--- src/rtl/axi4_lite_write_arbiter_if.sv ---
// ---------------------------------------------------------------------------
// axi4_lite_write_arbiter_if
// Bundles every bus signal of the write arbiter: the local requester side
// (flat per-requester request/response vectors), the start/done handshake
// with the AW and W channel blocks, and the AXI B channel.
//
// Handshake semantics (one place, applies to the whole bundle):
//   - A requester raises req_valid[i] together with its addr/data/strb slice
//     and holds all of them stable until it sees req_ready[i]=1 for one
//     cycle. If req_valid[i] is still high in the cycle after that pulse it
//     is taken as a brand-new request.
//   - rsp_valid[i] is a one-cycle pulse to the owner; rsp_resp is only
//     meaningful in that cycle.
//   - STARTWA/STARTWD are one-cycle starts; the channel blocks answer with
//     one-cycle aw_DONE/wd_DONE pulses and report aw_IDLE/wd_IDLE when free.
//   - B channel: a response transfers in a cycle where BVALID && BREADY.
//
// Modports:
//   slave  - the arbiter side (drives grants, starts, BREADY, responses)
//   master - the environment side (requesters, channel blocks, B channel)
// ---------------------------------------------------------------------------
interface axi4_lite_write_arbiter_if #(
  parameter int NUM_REQ    = 4,
  parameter int ADDR_WIDTH = 32,
  parameter int DATA_WIDTH = 32
);
  localparam int STRB_WIDTH = DATA_WIDTH / 8;

  // requester side
  logic [NUM_REQ-1:0]            req_valid;
  logic [NUM_REQ*ADDR_WIDTH-1:0] req_addr;
  logic [NUM_REQ*DATA_WIDTH-1:0] req_data;
  logic [NUM_REQ*STRB_WIDTH-1:0] req_strb;
  logic [NUM_REQ-1:0]            req_ready;
  logic [NUM_REQ-1:0]            rsp_valid;
  logic [1:0]                    rsp_resp;
  logic                          busy;

  // AW channel block
  logic                          STARTWA;
  logic [ADDR_WIDTH-1:0]         wa_addr;
  logic                          aw_IDLE;
  logic                          aw_DONE;

  // W channel block
  logic                          STARTWD;
  logic [DATA_WIDTH-1:0]         wd_data;
  logic [STRB_WIDTH-1:0]         wd_strb;
  logic                          wd_IDLE;
  logic                          wd_DONE;

  // B channel
  logic                          BVALID;
  logic [1:0]                    BRESP;
  logic                          BREADY;

  modport slave (
    input  req_valid, req_addr, req_data, req_strb,
    input  aw_IDLE, aw_DONE, wd_IDLE, wd_DONE, BVALID, BRESP,
    output req_ready, rsp_valid, rsp_resp, busy,
    output STARTWA, wa_addr, STARTWD, wd_data, wd_strb, BREADY
  );

  modport master (
    output req_valid, req_addr, req_data, req_strb,
    output aw_IDLE, aw_DONE, wd_IDLE, wd_DONE, BVALID, BRESP,
    input  req_ready, rsp_valid, rsp_resp, busy,
    input  STARTWA, wa_addr, STARTWD, wd_data, wd_strb, BREADY
  );
endinterface

--- src/rtl/axi4_lite_write_arbiter.sv ---
// ---------------------------------------------------------------------------
// axi4_lite_write_arbiter
// Shares one AXI4-Lite write path among NUM_REQ requesters with round-robin
// arbitration. Each granted write is sequenced end to end: start the AW and
// W channel blocks, wait for both DONE pulses (any order), collect the B
// response, and return it to the requester that owns the transaction.
//
// Ports:
//   ACLK       clock
//   ARESET     synchronous, active-high reset
//   bus        axi4_lite_write_arbiter_if.slave (requesters, AW/W blocks, B)
//   dbg_state  current FSM state: 0=IDLE, 1=WAIT_AW_W, 2=WAIT_B
// ---------------------------------------------------------------------------
module axi4_lite_write_arbiter #(
  parameter int NUM_REQ    = 4,
  parameter int ADDR_WIDTH = 32,
  parameter int DATA_WIDTH = 32
) (
  input  logic                          ACLK,
  input  logic                          ARESET,
  axi4_lite_write_arbiter_if.slave      bus,
  output logic [1:0]                    dbg_state
);
  localparam int STRB_WIDTH = DATA_WIDTH / 8;
  localparam int IDX_W      = $clog2(NUM_REQ);

  typedef enum logic [1:0] {
    ST_IDLE      = 2'd0,
    ST_WAIT_AW_W = 2'd1,
    ST_WAIT_B    = 2'd2
  } state_t;

  state_t                state_q, state_d;
  logic [IDX_W-1:0]      owner_q, owner_d;
  logic [IDX_W-1:0]      last_grant_q, last_grant_d;
  logic [ADDR_WIDTH-1:0] wa_addr_q, wa_addr_d;
  logic [DATA_WIDTH-1:0] wd_data_q, wd_data_d;
  logic [STRB_WIDTH-1:0] wd_strb_q, wd_strb_d;
  logic [NUM_REQ-1:0]    req_ready_q, req_ready_d;
  logic [NUM_REQ-1:0]    rsp_valid_q, rsp_valid_d;
  logic [1:0]            rsp_resp_q, rsp_resp_d;
  logic                  start_wa_q, start_wa_d;
  logic                  start_wd_q, start_wd_d;
  logic                  aw_seen_q, aw_seen_d;
  logic                  w_seen_q, w_seen_d;

  // Round-robin search: first active requester after last_grant, wrapping.
  logic                  found;
  logic [IDX_W-1:0]      winner;
  logic [IDX_W-1:0]      cand;
  int                    arb_idx;

  always_comb begin
    found   = 1'b0;
    winner  = '0;
    cand    = '0;
    arb_idx = 0;
    for (int k = 1; k <= NUM_REQ; k++) begin
      arb_idx = (int'(last_grant_q) + k) % NUM_REQ;
      cand    = IDX_W'(arb_idx);
      if (!found && bus.req_valid[cand]) begin
        found  = 1'b1;
        winner = cand;
      end
    end
  end

  // Payload slices of the current winner.
  logic [ADDR_WIDTH-1:0] sel_addr;
  logic [DATA_WIDTH-1:0] sel_data;
  logic [STRB_WIDTH-1:0] sel_strb;

  always_comb begin
    sel_addr = '0;
    sel_data = '0;
    sel_strb = '0;
    for (int i = 0; i < NUM_REQ; i++) begin
      if (IDX_W'(i) == winner) begin
        sel_addr = bus.req_addr[i*ADDR_WIDTH +: ADDR_WIDTH];
        sel_data = bus.req_data[i*DATA_WIDTH +: DATA_WIDTH];
        sel_strb = bus.req_strb[i*STRB_WIDTH +: STRB_WIDTH];
      end
    end
  end

  // Next-state and registered-output logic. Pulse outputs default to 0 so
  // every grant/start/response lasts exactly one cycle.
  always_comb begin
    state_d      = state_q;
    owner_d      = owner_q;
    last_grant_d = last_grant_q;
    wa_addr_d    = wa_addr_q;
    wd_data_d    = wd_data_q;
    wd_strb_d    = wd_strb_q;
    aw_seen_d    = aw_seen_q;
    w_seen_d     = w_seen_q;
    req_ready_d  = '0;
    rsp_valid_d  = '0;
    rsp_resp_d   = 2'b00;
    start_wa_d   = 1'b0;
    start_wd_d   = 1'b0;

    case (state_q)
      ST_IDLE: begin
        // Both channel blocks must be free before a new write is launched.
        if (found && bus.aw_IDLE && bus.wd_IDLE) begin
          owner_d      = winner;
          last_grant_d = winner;
          wa_addr_d    = sel_addr;
          wd_data_d    = sel_data;
          wd_strb_d    = sel_strb;
          req_ready_d  = NUM_REQ'(1) << winner;
          start_wa_d   = 1'b1;
          start_wd_d   = 1'b1;
          aw_seen_d    = 1'b0;
          w_seen_d     = 1'b0;
          state_d      = ST_WAIT_AW_W;
        end
      end

      ST_WAIT_AW_W: begin
        // A DONE arriving this cycle counts immediately, so simultaneous or
        // staggered completions both exit on the cycle the second one lands.
        aw_seen_d = aw_seen_q | bus.aw_DONE;
        w_seen_d  = w_seen_q  | bus.wd_DONE;
        if (aw_seen_d && w_seen_d) begin
          state_d = ST_WAIT_B;
        end
      end

      ST_WAIT_B: begin
        if (bus.BVALID) begin
          rsp_valid_d = NUM_REQ'(1) << owner_q;
          rsp_resp_d  = bus.BRESP;
          state_d     = ST_IDLE;
        end
      end

      default: begin
        state_d = ST_IDLE;
      end
    endcase
  end

  always_ff @(posedge ACLK) begin
    if (ARESET) begin
      state_q      <= ST_IDLE;
      owner_q      <= '0;
      last_grant_q <= IDX_W'(NUM_REQ - 1);
      wa_addr_q    <= '0;
      wd_data_q    <= '0;
      wd_strb_q    <= '0;
      req_ready_q  <= '0;
      rsp_valid_q  <= '0;
      rsp_resp_q   <= 2'b00;
      start_wa_q   <= 1'b0;
      start_wd_q   <= 1'b0;
      aw_seen_q    <= 1'b0;
      w_seen_q     <= 1'b0;
    end else begin
      state_q      <= state_d;
      owner_q      <= owner_d;
      last_grant_q <= last_grant_d;
      wa_addr_q    <= wa_addr_d;
      wd_data_q    <= wd_data_d;
      wd_strb_q    <= wd_strb_d;
      req_ready_q  <= req_ready_d;
      rsp_valid_q  <= rsp_valid_d;
      rsp_resp_q   <= rsp_resp_d;
      start_wa_q   <= start_wa_d;
      start_wd_q   <= start_wd_d;
      aw_seen_q    <= aw_seen_d;
      w_seen_q     <= w_seen_d;
    end
  end

  assign bus.req_ready = req_ready_q;
  assign bus.rsp_valid = rsp_valid_q;
  assign bus.rsp_resp  = rsp_resp_q;
  assign bus.busy      = (state_q != ST_IDLE);
  assign bus.STARTWA   = start_wa_q;
  assign bus.wa_addr   = wa_addr_q;
  assign bus.STARTWD   = start_wd_q;
  assign bus.wd_data   = wd_data_q;
  assign bus.wd_strb   = wd_strb_q;
  // Decoded from the state register so it stays glitch-free for all of WAIT_B.
  assign bus.BREADY    = (state_q == ST_WAIT_B);
  assign dbg_state     = state_q;

endmodule
--- src/flat_wrapper.sv ---
// flat-port wrapper written by rule: the top's interface ports become plain ports
module axi4_lite_write_arbiter_flat 
#(
  parameter int NUM_REQ    = 4,
  parameter int ADDR_WIDTH = 32,
  parameter int DATA_WIDTH = 32
)
  (ACLK, ARESET, dbg_state, bus_req_valid, bus_req_addr, bus_req_data, bus_req_strb, bus_aw_IDLE, bus_aw_DONE, bus_wd_IDLE, bus_wd_DONE, bus_BVALID, bus_BRESP, bus_req_ready, bus_rsp_valid, bus_rsp_resp, bus_busy, bus_STARTWA, bus_wa_addr, bus_STARTWD, bus_wd_data, bus_wd_strb, bus_BREADY);
  axi4_lite_write_arbiter_if #(.NUM_REQ(NUM_REQ), .ADDR_WIDTH(ADDR_WIDTH), .DATA_WIDTH(DATA_WIDTH)) bus_i ();
  input  logic ACLK;
  input  logic ARESET;
  output logic [1:0] dbg_state;
  input wire logic [$bits(bus_i.req_valid)-1:0] bus_req_valid;
  input wire logic [$bits(bus_i.req_addr)-1:0] bus_req_addr;
  input wire logic [$bits(bus_i.req_data)-1:0] bus_req_data;
  input wire logic [$bits(bus_i.req_strb)-1:0] bus_req_strb;
  input wire logic [$bits(bus_i.aw_IDLE)-1:0] bus_aw_IDLE;
  input wire logic [$bits(bus_i.aw_DONE)-1:0] bus_aw_DONE;
  input wire logic [$bits(bus_i.wd_IDLE)-1:0] bus_wd_IDLE;
  input wire logic [$bits(bus_i.wd_DONE)-1:0] bus_wd_DONE;
  input wire logic [$bits(bus_i.BVALID)-1:0] bus_BVALID;
  input wire logic [$bits(bus_i.BRESP)-1:0] bus_BRESP;
  output wire logic [$bits(bus_i.req_ready)-1:0] bus_req_ready;
  output wire logic [$bits(bus_i.rsp_valid)-1:0] bus_rsp_valid;
  output wire logic [$bits(bus_i.rsp_resp)-1:0] bus_rsp_resp;
  output wire logic [$bits(bus_i.busy)-1:0] bus_busy;
  output wire logic [$bits(bus_i.STARTWA)-1:0] bus_STARTWA;
  output wire logic [$bits(bus_i.wa_addr)-1:0] bus_wa_addr;
  output wire logic [$bits(bus_i.STARTWD)-1:0] bus_STARTWD;
  output wire logic [$bits(bus_i.wd_data)-1:0] bus_wd_data;
  output wire logic [$bits(bus_i.wd_strb)-1:0] bus_wd_strb;
  output wire logic [$bits(bus_i.BREADY)-1:0] bus_BREADY;
  assign bus_i.req_valid = bus_req_valid;
  assign bus_i.req_addr = bus_req_addr;
  assign bus_i.req_data = bus_req_data;
  assign bus_i.req_strb = bus_req_strb;
  assign bus_i.aw_IDLE = bus_aw_IDLE;
  assign bus_i.aw_DONE = bus_aw_DONE;
  assign bus_i.wd_IDLE = bus_wd_IDLE;
  assign bus_i.wd_DONE = bus_wd_DONE;
  assign bus_i.BVALID = bus_BVALID;
  assign bus_i.BRESP = bus_BRESP;
  assign bus_req_ready = bus_i.req_ready;
  assign bus_rsp_valid = bus_i.rsp_valid;
  assign bus_rsp_resp = bus_i.rsp_resp;
  assign bus_busy = bus_i.busy;
  assign bus_STARTWA = bus_i.STARTWA;
  assign bus_wa_addr = bus_i.wa_addr;
  assign bus_STARTWD = bus_i.STARTWD;
  assign bus_wd_data = bus_i.wd_data;
  assign bus_wd_strb = bus_i.wd_strb;
  assign bus_BREADY = bus_i.BREADY;
  axi4_lite_write_arbiter #(.NUM_REQ(NUM_REQ), .ADDR_WIDTH(ADDR_WIDTH), .DATA_WIDTH(DATA_WIDTH)) u_core (.ACLK(ACLK), .ARESET(ARESET), .bus(bus_i), .dbg_state(dbg_state));
endmodule
--- config.mk ---
export PLATFORM = sky130hd
export DESIGN_NAME = axi4_lite_write_arbiter_flat
export DESIGN_NICKNAME = d
export VERILOG_FILES = /design/src/rtl/axi4_lite_write_arbiter_if.sv /design/src/rtl/axi4_lite_write_arbiter.sv /design/src/flat_wrapper.sv
export SDC_FILE = /design/constraint.sdc
export NUM_CORES = 1
export LEC_CHECK = 0
export CAP_MARGIN = 20
export CORE_AREA = 2 2 143 145
export CTS_CLUSTER_SIZE = 20
export DETAILED_ROUTE_END_ITERATION = 7
export DIE_AREA = 0 0 145 147
export GPL_ROUTABILITY_DRIVEN = 0
export PLACE_DENSITY_LB_ADDON = 0.25
export SLEW_MARGIN = 10
export SYNTH_ARGS = -nofsm -noshare
export SYNTH_HDL_FRONTEND = slang
export SYNTH_SLANG_ARGS = --single-unit
--- constraint.sdc ---
create_clock -name ACLK -period 2.25 [get_ports ACLK]
set_input_delay 0.5625 -clock ACLK [delete_from_list [all_inputs] [get_ports ACLK]]
set_output_delay 0.5625 -clock ACLK [all_outputs]
set_load 0.005 [all_outputs]
==> results of run 1 <==
[power by group through the flow]
| stage | registers (mW) | logic, mW | clock network [mW] |
|---|---|---|---|
| after floorplan | 1.75 | 0.734 | 0 |
| after global placement | 1.74 | 1.61 | 0 |
| after detailed placement | 1.74 | 1.62 | 0 |
| after CTS | 1.71 | 1.63 | 1.75 |
| after global routing | 1.72 | 1.79 | 1.80 |
| final | 1.71 | 1.67 | 1.69 |
[stage by stage]
step | util [%] | total power, mW
5_1_grt | 48.7 | 5.31
3_5_place_dp | 46.2 | 3.36
2_1_floorplan | - | 2.48
6_report | 48.7 | 5.07
3_3_place_gp | 46.2 | 3.35
4_1_cts | 47.9 | 5.09
[cells in the mapped netlist (2+ instances only)]
| cell | number |
|---|---|
| mux2i_1 | 138 |
| dfxtp_1 | 87 |
| nand2_1 | 76 |
| o221ai_2 | 59 |
| buf_2 | 16 |
| nor2_1 | 12 |
| o221ai_1 | 9 |
| buf_8 | 8 |
| clkbuf_1 | 5 |
| a21oi_1 | 4 |
| clkbuf_4 | 4 |
| and2_1 | 3 |
| buf_12 | 3 |
| buf_4 | 3 |
| nor2b_1 | 3 |
| a22oi_1 | 2 |
| inv_1 | 2 |
| nor3b_1 | 2 |
[final cells by class]
class                           count  area [um^2]
Multi-Input combinational cell    327         3040
Timing Repair Buffer              410         4200
Fill cell                        1821        10200
Inverter                            3         11.3
Clock buffer                        9          225
Clock inverter                      7          101
Sequential cell                    87         1740
Tap cell                          270          338
[critical path, delay by kind of cell]
kind	cells	cell delay, ns
buf+inv	4	1.03
compound gates	2	0.35
mux	1	0.26
simple gates	1	0.08
[per-layer routing]
metal | GRT usage, % | share of wire, % | vias to the layer above
met5 | 0 | 0 | -
met4 | 5.84 | 1.9 | 0
met3 | 5.25 | 7.7 | 19
met2 | 30.0 | 49 | 227
met1 | 20.4 | 41 | 2297
li1 | - | - | 2489
[logic make-up (layout without fill, tap and decap cells)]
logic type	Yosys count	count (layout)	synth area share, %
buffers and inverters	43	429	7.01
DFF	87	87	34.5
muxes	138	138	27.3
AOI/OAI and AO/OA	83	83	21.8
and+or+nand+nor	106	106	9.43
[final timing paths]
kind	depth (start not counted)	slack, ns	end	startpoint
worst max-delay path	8	0.19	u_core.bus.wd_data[19]	bus_req_valid[2]
worst min-delay path	2	0.46	u_core.bus.wa_addr[14]	u_core.bus.wa_addr[14]
worst max register to register	7	0.27	u_core.bus.wd_data[19]	u_core.last_grant_q[1]
worst min register to register	2	0.46	u_core.bus.wa_addr[14]	u_core.bus.wa_addr[14]
[sequential cells by signal (all words and copies together) (netlist names), 2 cells and up]
name and flops:
u_core.bus.rsp_resp 2, u_core.bus.req_ready 4, u_core.last_grant_q 2, u_core.bus.rsp_valid 4, u_core.dbg_state 2, u_core.bus.wd_strb 4
u_core.owner_q 2, u_core.bus.wa_addr 32, u_core.bus.wd_data 32
[repair_timing]
| item | in CTS | in global routing |
|---|---|---|
| setup endpoints to repair | 9 | 59 |
| pin swaps | 0 | 1 |
| gates resized for setup | 4 | 18 |
| gates cloned | 0 | 1 |
| setup buffers | 0 | 7 |
==> results_dict.tcl, run 1 <==
set metrics [dict create \
    status "finished clean" \
    synth-edff-count 0 \
    fin_setup_tns_ns 0 \
    max_stage_delay_ns 0.49 \
    io_pins 369 \
    slowest_stage "clkdlybuf4s50_1" \
    nets 1123 \
    grt_antenna_before_repair 0 \
    drive_gt1_share_pct 17.0 \
    core-area_um2 19800 \
    grt_pass1_vias 5184 \
    setup-violations-final 0 \
    seqPwrFrac_pct 33.7 \
    path_max_fanout 18 \
    synthFlopType "dfxtp_1" \
    powerDensity_nw_per_um2 525 \
    crit_chain "clkdlybuf4s50_1, nor2_1, a311oi_4, buf_4, buf_6, buf_12, mux2i_1, o221ai_2" \
    postSynthCellCount 457 \
    slew_headroom_pct 80.7 \
    grt_pass1_wl_um 29100 \
    maxSlewViolCount 0 \
    p_int_mw 3.70 \
    setup_ws_ns 0.185 \
    final_cell_count_no_fill 1113 \
    drc 0 \
    cp-start-kind "input pin" \
    hold_ws_ns 0.464 \
    skew_ns 0.00989 \
    h-tree-depth 3 \
    wl_per_cell_um 16.8 \
    cts_tree "built" \
    clk_latency_ns 0.35 \
    min_period_over_period_pct 91.8 \
    syn-num-nets 742 \
    cp.arrival_ns 2.30 \
    synthesis.area_um2 5050 \
    grt_remaining_overflow 0 \
    avgSynthCellArea_um2 11.1 \
    post_dp_cell_area_um2 9160 \
    dp_slack_ns -0.463 \
    design_area_um2 9660 \
    fp-row-count 52 \
    ir_worst_vdd_mv 0.369 \
    mostFrequentLayoutCells "clkdlybuf4s50_1 (365), mux2i_1 (123), dfxtp_1 (87)" \
    die_h_um 147 \
    area_growth_pct 91.1 \
    drt_iter0_markers 162 \
    rsz0062_at_grt "no" \
    cts_made_buffers 9 \
    p_sw_mw 1.37 \
    ys_seq_area_share_pct 34.5 \
    clkSinkCount 87 \
    clockBufferDepth 2 \
    ys_types 39 \
    vias 5032 \
    tightest_slew_ns 0.281 \
    clk_pin_slew_ns 0.07 \
    synth-async-reset-ratio_pct 0 \
    floorplan.initialDensity_pct 25.5 \
    finalCriticalPeriod_ns 2.06 \
    cts_hold_buf 0 \
    hpwlAfterDp_um 14600 \
    synthTopCellsByArea "dfxtp_1 (34%), mux2i_1 (27%), o221ai_2 (18%)" \
    hold_class "flop to flop" \
    first_pass_iters 4 \
    grtUsageTotal_pct 17.3 \
    path_class "input pin to flop" \
    grt_max_degree 37 \
    final_common_cell "clkdlybuf4s50_1" \
    vias_per_cell 4.52 \
    die_x_um 145 \
    pwr-share-comb_pct 33.0 \
    synth_top_cell_by_area "dfxtp_1" \
    sw_frac_of_total_pct 27.1 \
    pwr-share-clk_pct 33.3 \
    drv_cap 0 \
    port_buffers 368 \
    cts_root_buffer "clkbuf_16" \
    dp.cells 1089 \
    yosysWarnings 0 \
    hold_viol_final 0 \
    crit_path_end_kind "flop" \
    drt_wl_total_um 18700 \
    diodes 0 \
    max_freq_ghz 0.484 \
    antenna_left 0 \
    power_leakage_nw 3.54 \
    die_area_um2 21300 \
    ys_ff_latch 87 \
    required_ns 2.48 \
    synth_top_area_share_pct 34.5 \
]
(Power assumes the default switching activity.)
==> inputs of run 2 (changes only) <==
--- a/config.mk
+++ b/config.mk
@@ -11,7 +11,9 @@
 export DETAILED_ROUTE_END_ITERATION = 7
 export DIE_AREA = 0 0 145 147
 export GPL_ROUTABILITY_DRIVEN = 0
+export GPL_TIMING_DRIVEN = 0
 export PLACE_DENSITY_LB_ADDON = 0.25
+export RECOVER_POWER = 100
 export SLEW_MARGIN = 10
 export SYNTH_ARGS = -nofsm -noshare
 export SYNTH_HDL_FRONTEND = slang
==> run 2 against run 1 <==
  * Final cell count unchanged
  * Clock skew fell by 0.0038 ns
  * First-iteration DRC count is 22% lower
  * Largest cell class unchanged
  * Critical path depth increased by 1
  * Critical path type unchanged
  * Flip-flop and latch count did not move
==> results_dict.tcl, run 2 (synthesis gave the netlist of run 1 again) <==
set metrics [dict create \
    dp_slack_ns -0.712 \
    rr_endpoint "u_core.bus.wd_data[30]" \
    grtUsageTotal_pct 18.7 \
    grt_antenna_before_repair 1 \
    cp.depth 9 \
    drv_cap 0 \
    grt_pass1_wl_um 30900 \
    crit_chain "dlygate4sd2_1, nor2_4, o21ai_2, a311oi_4, buf_12, buf_12, buf_8, mux2i_4, o221ai_1" \
    maxSlewViolCount 0 \
    path_buf_inv 4 \
    max_freq_ghz 0.461 \
    drt_iter0_markers 126 \
    cp_top_family "buffers and inverters" \
    slew_headroom_pct 64.3 \
    reg2reg_depth 9 \
    vias 5017 \
    hold_class "flop to flop" \
    clk_latency_ns 0.35 \
    clkSinkCount 87 \
    mostFrequentLayoutCells "clkdlybuf4s50_1 (282), mux2i_1 (133), dfxtp_1 (87)" \
    final_cell_count_no_fill 1113 \
    finalCriticalPeriod_ns 2.17 \
    core-area_um2 19800 \
    grt_remaining_overflow 0 \
    design_area_um2 9370 \
    hold_viol_final 0 \
    path_max_fanout 10 \
    clockBufferDepth 2 \
    fp-row-count 52 \
    nets 1122 \
    grt_max_degree 18 \
    cp-start-kind "input pin" \
    worstHoldStart "u_core.bus.wa_addr[18]" \
    reg2reg_slack_ns 0.27 \
    use_met3_pct 5.62 \
    port_buffers 368 \
    fin_total_pwr_mw 4.80 \
    cp_common_cell "buf_12" \
    wl_per_cell_um 18.0 \
    dp.cells 1095 \
    post_dp_cell_area_um2 9070 \
    h-tree-depth 3 \
    grt_use_met2_pct 32.1 \
    min_path_cells 2 \
    clk_pin_slew_ns 0.07 \
    hpwlAfterDp_um 15900 \
    path_class "input pin to flop" \
    floorplan.initialDensity_pct 25.5 \
    post-route-util_pct 47.2 \
    die_h_um 147 \
    min_to "u_core.bus.wa_addr[18]" \
    drt_wl_total_um 20000 \
    rsz0062_at_grt "no" \
    crit_path_end_kind "flop" \
    ir_worst_vdd_mv 0.313 \
    area_growth_pct 85.5 \
    cts_made_buffers 9 \
    cts_tree "built" \
    tightest_slew_ns 0.535 \
    max_stage_delay_ns 0.30 \
    vias_per_cell 4.51 \
    setup-violations-final 0 \
    drc 0 \
    met1_usage_pct 22.4 \
    cts_hold_buf 0 \
    reg2reg_from "u_core.last_grant_q[1]" \
    grt_pass1_vias 5126 \
    die_area_um2 21300 \
    first_pass_iters 4 \
    min_period_over_period_pct 96.3 \
    io_pins 369 \
    die_x_um 145 \
    powerDensity_nw_per_um2 512 \
    fin_setup_tns_ns 0 \
    cp.arrival_ns 2.38 \
    setup_ws_ns 0.0828 \
    required_ns 2.47 \
    power_leakage_nw 3.65 \
    grt-busiest-layer "met2" \
    antenna_left 0 \
    skew_ns 0.00611 \
    hold_ws_ns 0.458 \
    slowest_stage "dlygate4sd2_1" \
    final_common_cell "clkdlybuf4s50_1" \
    cts_root_buffer "clkbuf_16" \
    drive_gt1_share_pct 14.5 \
    status "finished clean" \
]
## run 2: where the power goes
group	total [mW]	leakage, nW	switching [mW]	internal, mW
registers	1.70	0.709	0.0522	1.65
logic	1.59	2.81	0.623	0.964
clock network	1.51	0.136	0.739	0.776
total	4.80	3.65	1.41	3.39
## run 2: layout make-up
| cell class | instances | area, um^2 |
|---|---|---|
| Multi-Input combinational cell | 327 | 2960 |
| Inverter | 3 | 11.3 |
| Clock inverter | 7 | 63.8 |
| Timing Repair Buffer | 369 | 3700 |
| Fill cell | 1898 | 10500 |
| Buffer | 40 | 334 |
| Clock buffer | 9 | 225 |
| Tap cell | 270 | 338 |
| Antenna cell | 1 | 2.50 |
| Sequential cell | 87 | 1740 |
## run 2: what timing repair did
action | 4_1_cts | 5_1_grt
buffers inserted | 1 | 0
setup endpoints to repair | 68 | 20
pin swaps | 1 | 0
resized for setup | 11 | 7
## run 2: tightest hold or removal path: cells and delay by family (launching register included)
| family | cells | cell delay, ns |
|---|---|---|
| flip-flops | 1 | 0.32 |
| AO/OA/AOI/OAI | 1 | 0.06 |
| AND/OR/NAND/NOR | 1 | 0.05 |
## run 2: worst max path at each step
stage,endpoint,from
3_5_place_dp,u_core.bus.wd_data[30],bus_req_valid[1]
5_1_grt,u_core.bus.wd_data[11],bus_req_valid[2]
4_1_cts,u_core.bus.wd_data[14],bus_req_valid[2]
2_1_floorplan,u_core.bus.wa_addr[10],bus_req_valid[0]
3_3_place_gp,u_core.bus.wd_data[30],bus_req_valid[1]
6_report,u_core.bus.wd_data[30],bus_req_valid[0]
## run 2: routing by layer
metal,wire length (um),part of all wire [%],up-vias
li1,-,-,2494
met1,8290,41,2264
met2,9720,49,235
met3,1570,7.8,24
met4,420,2.1,0
met5,0,0,-
